===== src/rtl/ras_checkpoint_queue_pkg.sv =====
// ras_checkpoint_queue_pkg: fetch-unit types shared by the RAS checkpoint queue and its storage.
package ras_checkpoint_queue_pkg;
   localparam int FETCH_WIDTH = 2;
   localparam int RAS_CHECKPOINT_QUEUE_ENTRY_NUM = 16;
   localparam int RAS_STACK_PTR_WIDTH = 4;
   localparam int RAS_QUEUE_PTR_WIDTH = 4;
   typedef logic [$clog2(RAS_CHECKPOINT_QUEUE_ENTRY_NUM)-1:0] RAS_CheckpointQueueIndexPath;
   typedef logic [$clog2(RAS_CHECKPOINT_QUEUE_ENTRY_NUM):0] RAS_CheckpointTag;
   typedef struct packed {
      logic [RAS_STACK_PTR_WIDTH-1:0] stackTopPtr;
      logic [RAS_QUEUE_PTR_WIDTH-1:0] queueTailPtr;
   } RAS_CheckpointData;
endpackage


===== src/rtl/ras_checkpoint_ram.sv =====
// ras_checkpoint_ram: checkpoint storage with one write port per fetch lane and one async read port.
module ras_checkpoint_ram
   import ras_checkpoint_queue_pkg::*;
#(
   parameter int ENTRY_NUM = RAS_CHECKPOINT_QUEUE_ENTRY_NUM,
   localparam int IDX_W = $clog2(ENTRY_NUM)
)(
   input  logic                                  clk,
   input  logic [FETCH_WIDTH-1:0]                writeEnable,
   input  logic [FETCH_WIDTH-1:0][IDX_W-1:0]     writeIndex,
   input  RAS_CheckpointData [FETCH_WIDTH-1:0]   writeData,
   input  logic [IDX_W-1:0]                      readIndex,
   output RAS_CheckpointData                     readData
);
   RAS_CheckpointData entries [ENTRY_NUM];
   always_ff @(posedge clk)
      for (int i = 0; i < FETCH_WIDTH; i++)
         if (writeEnable[i]) entries[writeIndex[i]] <= writeData[i];
   assign readData = entries[readIndex];
endmodule


===== src/rtl/ras_checkpoint_queue.sv =====
// ras_checkpoint_queue: program-order queue of RAS checkpoints; allocates tags at fetch and
// restores the checkpoint of a mispredicted branch while squashing everything younger.
module ras_checkpoint_queue
   import ras_checkpoint_queue_pkg::*;
#(
   parameter int ENTRY_NUM = RAS_CHECKPOINT_QUEUE_ENTRY_NUM,
   parameter int RELEASE_WIDTH = 2,
   localparam int IDX_W = $clog2(ENTRY_NUM),
   localparam int PTR_W = IDX_W + 1,
   localparam int REL_W = $clog2(RELEASE_WIDTH + 1)
)(
   input  logic                                clk,
   input  logic                                rst,
   input  logic [FETCH_WIDTH-1:0]              allocValid,
   input  RAS_CheckpointData [FETCH_WIDTH-1:0] allocCheckpoint,
   output logic                                allocReady,
   output logic [FETCH_WIDTH-1:0][PTR_W-1:0]   allocTag,
   input  logic [REL_W-1:0]                    releaseNum,
   input  logic                                recoverValid,
   input  logic [PTR_W-1:0]                    recoverTag,
   input  logic                                flushAll,
   output logic                                recoverBrHistory,
   output RAS_CheckpointData                   recoveredRasCheckpoint,
   output logic [PTR_W-1:0]                    count
);
   logic [PTR_W-1:0] headPtr, tailPtr, allocCnt, headNext;
   logic [FETCH_WIDTH-1:0][IDX_W-1:0] writeIndex;
   logic allocFire, releaseOk;
   RAS_CheckpointData readData;
   // Valid lanes are packed in lane order, so each lane's tag is tail plus the valid lanes before it.
   always_comb begin
      allocCnt = '0;
      for (int i = 0; i < FETCH_WIDTH; i++) begin
         allocTag[i] = tailPtr + allocCnt;
         writeIndex[i] = allocTag[i][IDX_W-1:0];
         allocCnt = allocCnt + PTR_W'(allocValid[i]);
      end
   end
   always_comb begin
      count = tailPtr - headPtr;
      allocReady = count <= PTR_W'(ENTRY_NUM - FETCH_WIDTH);
      allocFire = allocReady & ~recoverValid & ~flushAll;
      releaseOk = PTR_W'(releaseNum) <= count;
      headNext = headPtr + (releaseOk ? PTR_W'(releaseNum) : '0);
   end
   ras_checkpoint_ram #(.ENTRY_NUM(ENTRY_NUM)) ram (
      .clk(clk),
      .writeEnable({FETCH_WIDTH{allocFire}} & allocValid),
      .writeIndex(writeIndex),
      .writeData(allocCheckpoint),
      .readIndex(recoverTag[IDX_W-1:0]),
      .readData(readData)
   );
   always_ff @(posedge clk or posedge rst)
      if (rst) begin
         headPtr <= '0;
         tailPtr <= '0;
         recoverBrHistory <= 1'b0;
         recoveredRasCheckpoint <= '0;
      end else begin
         recoverBrHistory <= recoverValid & ~flushAll;
         if (flushAll) headPtr <= tailPtr;
         else begin
            headPtr <= headNext;
            tailPtr <= recoverValid ? recoverTag + PTR_W'(1) : allocFire ? tailPtr + allocCnt : tailPtr;
            if (recoverValid) recoveredRasCheckpoint <= readData;
         end
      end
   assert property (@(posedge clk) disable iff (rst) releaseOk);
   assert property (@(posedge clk) disable iff (rst) recoverValid |-> PTR_W'(recoverTag - headPtr) < count);
endmodule

===== config.mk =====
export PLATFORM = sky130hd
export DESIGN_NAME = ras_checkpoint_queue
export DESIGN_NICKNAME = d
export VERILOG_FILES = /design/src/rtl/ras_checkpoint_queue_pkg.sv /design/src/rtl/ras_checkpoint_ram.sv /design/src/rtl/ras_checkpoint_queue.sv
export SDC_FILE = /design/constraint.sdc
export NUM_CORES = 1
export LEC_CHECK = 0
export CAP_MARGIN = 20
export CORE_MARGIN = 2
export CORE_UTILIZATION = 42
export DETAILED_ROUTE_END_ITERATION = 8
export GPL_TIMING_DRIVEN = 0
export SLEW_MARGIN = 20
export SYNTH_ARGS = -nofsm -noshare
export SYNTH_HDL_FRONTEND = slang
export SYNTH_HIERARCHICAL = 1
export SYNTH_SLANG_ARGS = --single-unit

===== constraint.sdc =====
create_clock -name clk -period 5.1 [get_ports clk]
set_input_delay 0.765 -clock clk [delete_from_list [all_inputs] [get_ports clk]]
set_output_delay 0.765 -clock clk [all_outputs]
set_load 0.02 [all_outputs]

==> results.cfg <==
[yosys]
synth.area.top_cells = edfxtp_1 (47%), mux2_2 (13%), mux4_2 (8.9%), dfrtp_1 (5.8%), mux2_4 (3.0%)
synth_ff_type = edfxtp_1
synth-seq-cells = 147
yosysTopAreaCell = edfxtp_1
ys_types = 49
synthArstFlopShare_pct = 12.9
netlist_instances = 560
synth_top_area_share_pct = 47.3
syn_area_mm2 = 0.00813
syn-num-nets = 604
synth.mux.area_fraction_pct = 27.6
yosysWarnings = 6
synth_top_family_by_area = multiplexers
synth.yosys.seq_area_share_pct = 53.1
synth-xor-area-share_pct = 1.29
synth-compound-area-share_pct = 4.25
synth_edf_count = 128
syn_area_per_cell_um2 = 14.5
yosys.area_share.adder_pct = 2.58
synthSimpleGateAreaFrac_pct = 7.40

[timing]
worst_pin_slew_ns = 1.03
period_needed_ns = 4.73
slew_headroom_pct = 31.1
setup_slack_ns = 0.366
hold_viol = 0
fin_skew_ns = 0.0110
rsz0062_at_grt = false
final.setup.tns_ns = 0
period_share_pct = 92.8
timing.fmax_ghz = 0.211
drv_slew = 0
finalSetupViolCount = 0

[setup_path]
cp.arrival_ns = 4.87
critPathMaxStageDelay_ns = 0.66
required_ns = 5.23
crit_type = flop to flop
cp_common_cell = inv_1
cp_max_fo = 9
cp_top_family = simple AND/OR/NAND/NOR gates
path_cells = inv_1 -> ha_1 -> inv_1 -> fa_1 -> inv_1 -> nor2_1 -> and4b_1 -> buf_6 -> or2_2 -> nor3_1 -> nor3b_2 -> nand2_1 -> o21ai_1 -> buf_4
path_buf_inv = 5
cp_slowest_cell = nor3_1
start_kind = flop
end_kind = flop

[floorplanning]
row_count = 50
die_w_um = 143
coreArea_mm2 = 0.0188
start_util_pct = 43.2
dieHeight_um = 143
die_area_mm2 = 0.0205
io_pins = 54

[finish]
nFillCells = 1609
final_layout_size_suffix_gt1_share_pct = 32.6
layout_commonest_cell = edfxtp_1
fin_nets = 680
fin_cells = 908
area_growth_pct = 18.6
antenna_cells = 0
mostFrequentLayoutCells = edfxtp_1 (128), mux2_2 (96), clkdlybuf4s50_1 (52)
final_util_pct = 51.2

[grt]
grt_pass1_wl_mm = 31.9
antenna_found_initial = 0
grt_pass1_vias = 5409
grtUsageTotal_pct = 21.7
grt_overflow = 0
grt_max_degree = 20

[placement]
io_buffer_count = 52
place_ws_ns = 0.417
post-place-cells = 877
dp_hpwl_mm = 15.3
gp_congestion = 0.901

[power]
p_leak_nw = 3.42
irDropWorstVdd_mv = 0.255
power.density_mw_per_mm2 = 445

[clock_network]
holdBufCountCts = 0
cts_resized = 0
clkTransAtPathRegs_ns = 0.06
clock-sinks = 147
cts_buffers = 17
postCtsSetupBuffers = 0
clkLatencyLatePin_ns = 0.42
cts_htree_levels = 4
clock_path_buffers = 2
cts.root.buffer_cell = clkbuf_16
cts_tree = done

[detailed_routing]
via_count = 5100
wl_mm = 21.0
drcViolationCount = 0
drt_pass1_iterations = 4
drt_iter0_markers = 374
viasPerCell = 5.62
wl_per_cell_um = 23.1
final_antenna_net_count = 0

[run_status]
status = finished clean

[run]
cap_violations = 0

[min_path]
hold_class = flop to flop
==> final timing paths <==
kind,startpoint,endpoint,slack (ns),cells after the start
max,tailPtr[0],ram/entries[0][6],0.37,14
min,recoveredRasCheckpoint[6],recoveredRasCheckpoint[6],0.48,2
max reg2reg,tailPtr[0],ram/entries[0][6],0.37,14
min reg2reg,recoveredRasCheckpoint[6],recoveredRasCheckpoint[6],0.48,2
max in group asynchronous,rst,recoveredRasCheckpoint[0],3.86,2
min in group asynchronous,rst,tailPtr[0],0.77,2
==> through the flow <==
stage	instance area (um^2)	power (mW)	hold slack, ns
finish	9650	4.29	0.479
global route	9650	4.51	0.516
CTS	9650	4.32	0.479
detailed placement	9030	2.98	0.464
global placement	8980	2.94	0.466
floorplan	8130	2.44	0.546
==> state kept, by name (all words and copies together), names as in the netlist <==
signal                  flops
ram/entries               128
recoveredRasCheckpoint      8
headPtr                     5
tailPtr                     5
recoverBrHistory            1
==> per-layer routing <==
layer / wire length [um] / GRT usage, %
met5: 0 / 0
met4: 486 / 7.50
met3: 1040 / 4.26
met2: 10700 / 38.0
met1: 8780 / 26.7
==> cell type report <==
type,instances,area [um^2],share of cell area (%)
Buffer,40,234,2.42
Clock buffer,18,429,4.45
Clock inverter,13,190,1.97
Inverter,20,75.1,0.778
Multi-Input combinational cell,353,3520,36.5
Sequential cell,147,4320,44.8
Tap cell,260,325,3.37
Timing Repair Buffer,57,558,5.78
==> power by group <==
group / switching [mW] / internal, mW
combinational: 0.825 / 0.636
sequential: 0.0850 / 1.41
clock: 0.479 / 0.856
==> worst register-to-register path, delay by kind of cell (launching register included) <==
kind	cells	cell delay, ns
simple gates	6	2.10
buf+inv	5	0.72
fa+ha+maj	2	0.66
flops	1	0.54
compound gates	1	0.43
==> synthesized netlist by cell type (9+ instances only) <==
cell / n
edfxtp_1: 128
mux2_2: 96
nand2_1: 41
mux4_2: 32
dfrtp_1: 19
inv_1: 19
a22oi_1: 17
mux2_1: 17
mux2_4: 16
clkbuf_1: 15
nor2_1: 13
ha_1: 12
o21ai_0: 12
o22ai_1: 10
nor2_2: 9
==> cell families after synthesis <==
group / after synthesis
AO/OA/AOI/OAI: 52
AND/OR/NAND/NOR: 112
XOR/XNOR: 12
adder cells (fa/ha/maj): 15
buffers and inverters: 60
multiplexers: 162
flip-flops: 147
Note: power is estimated with default switching activity, not from simulation.
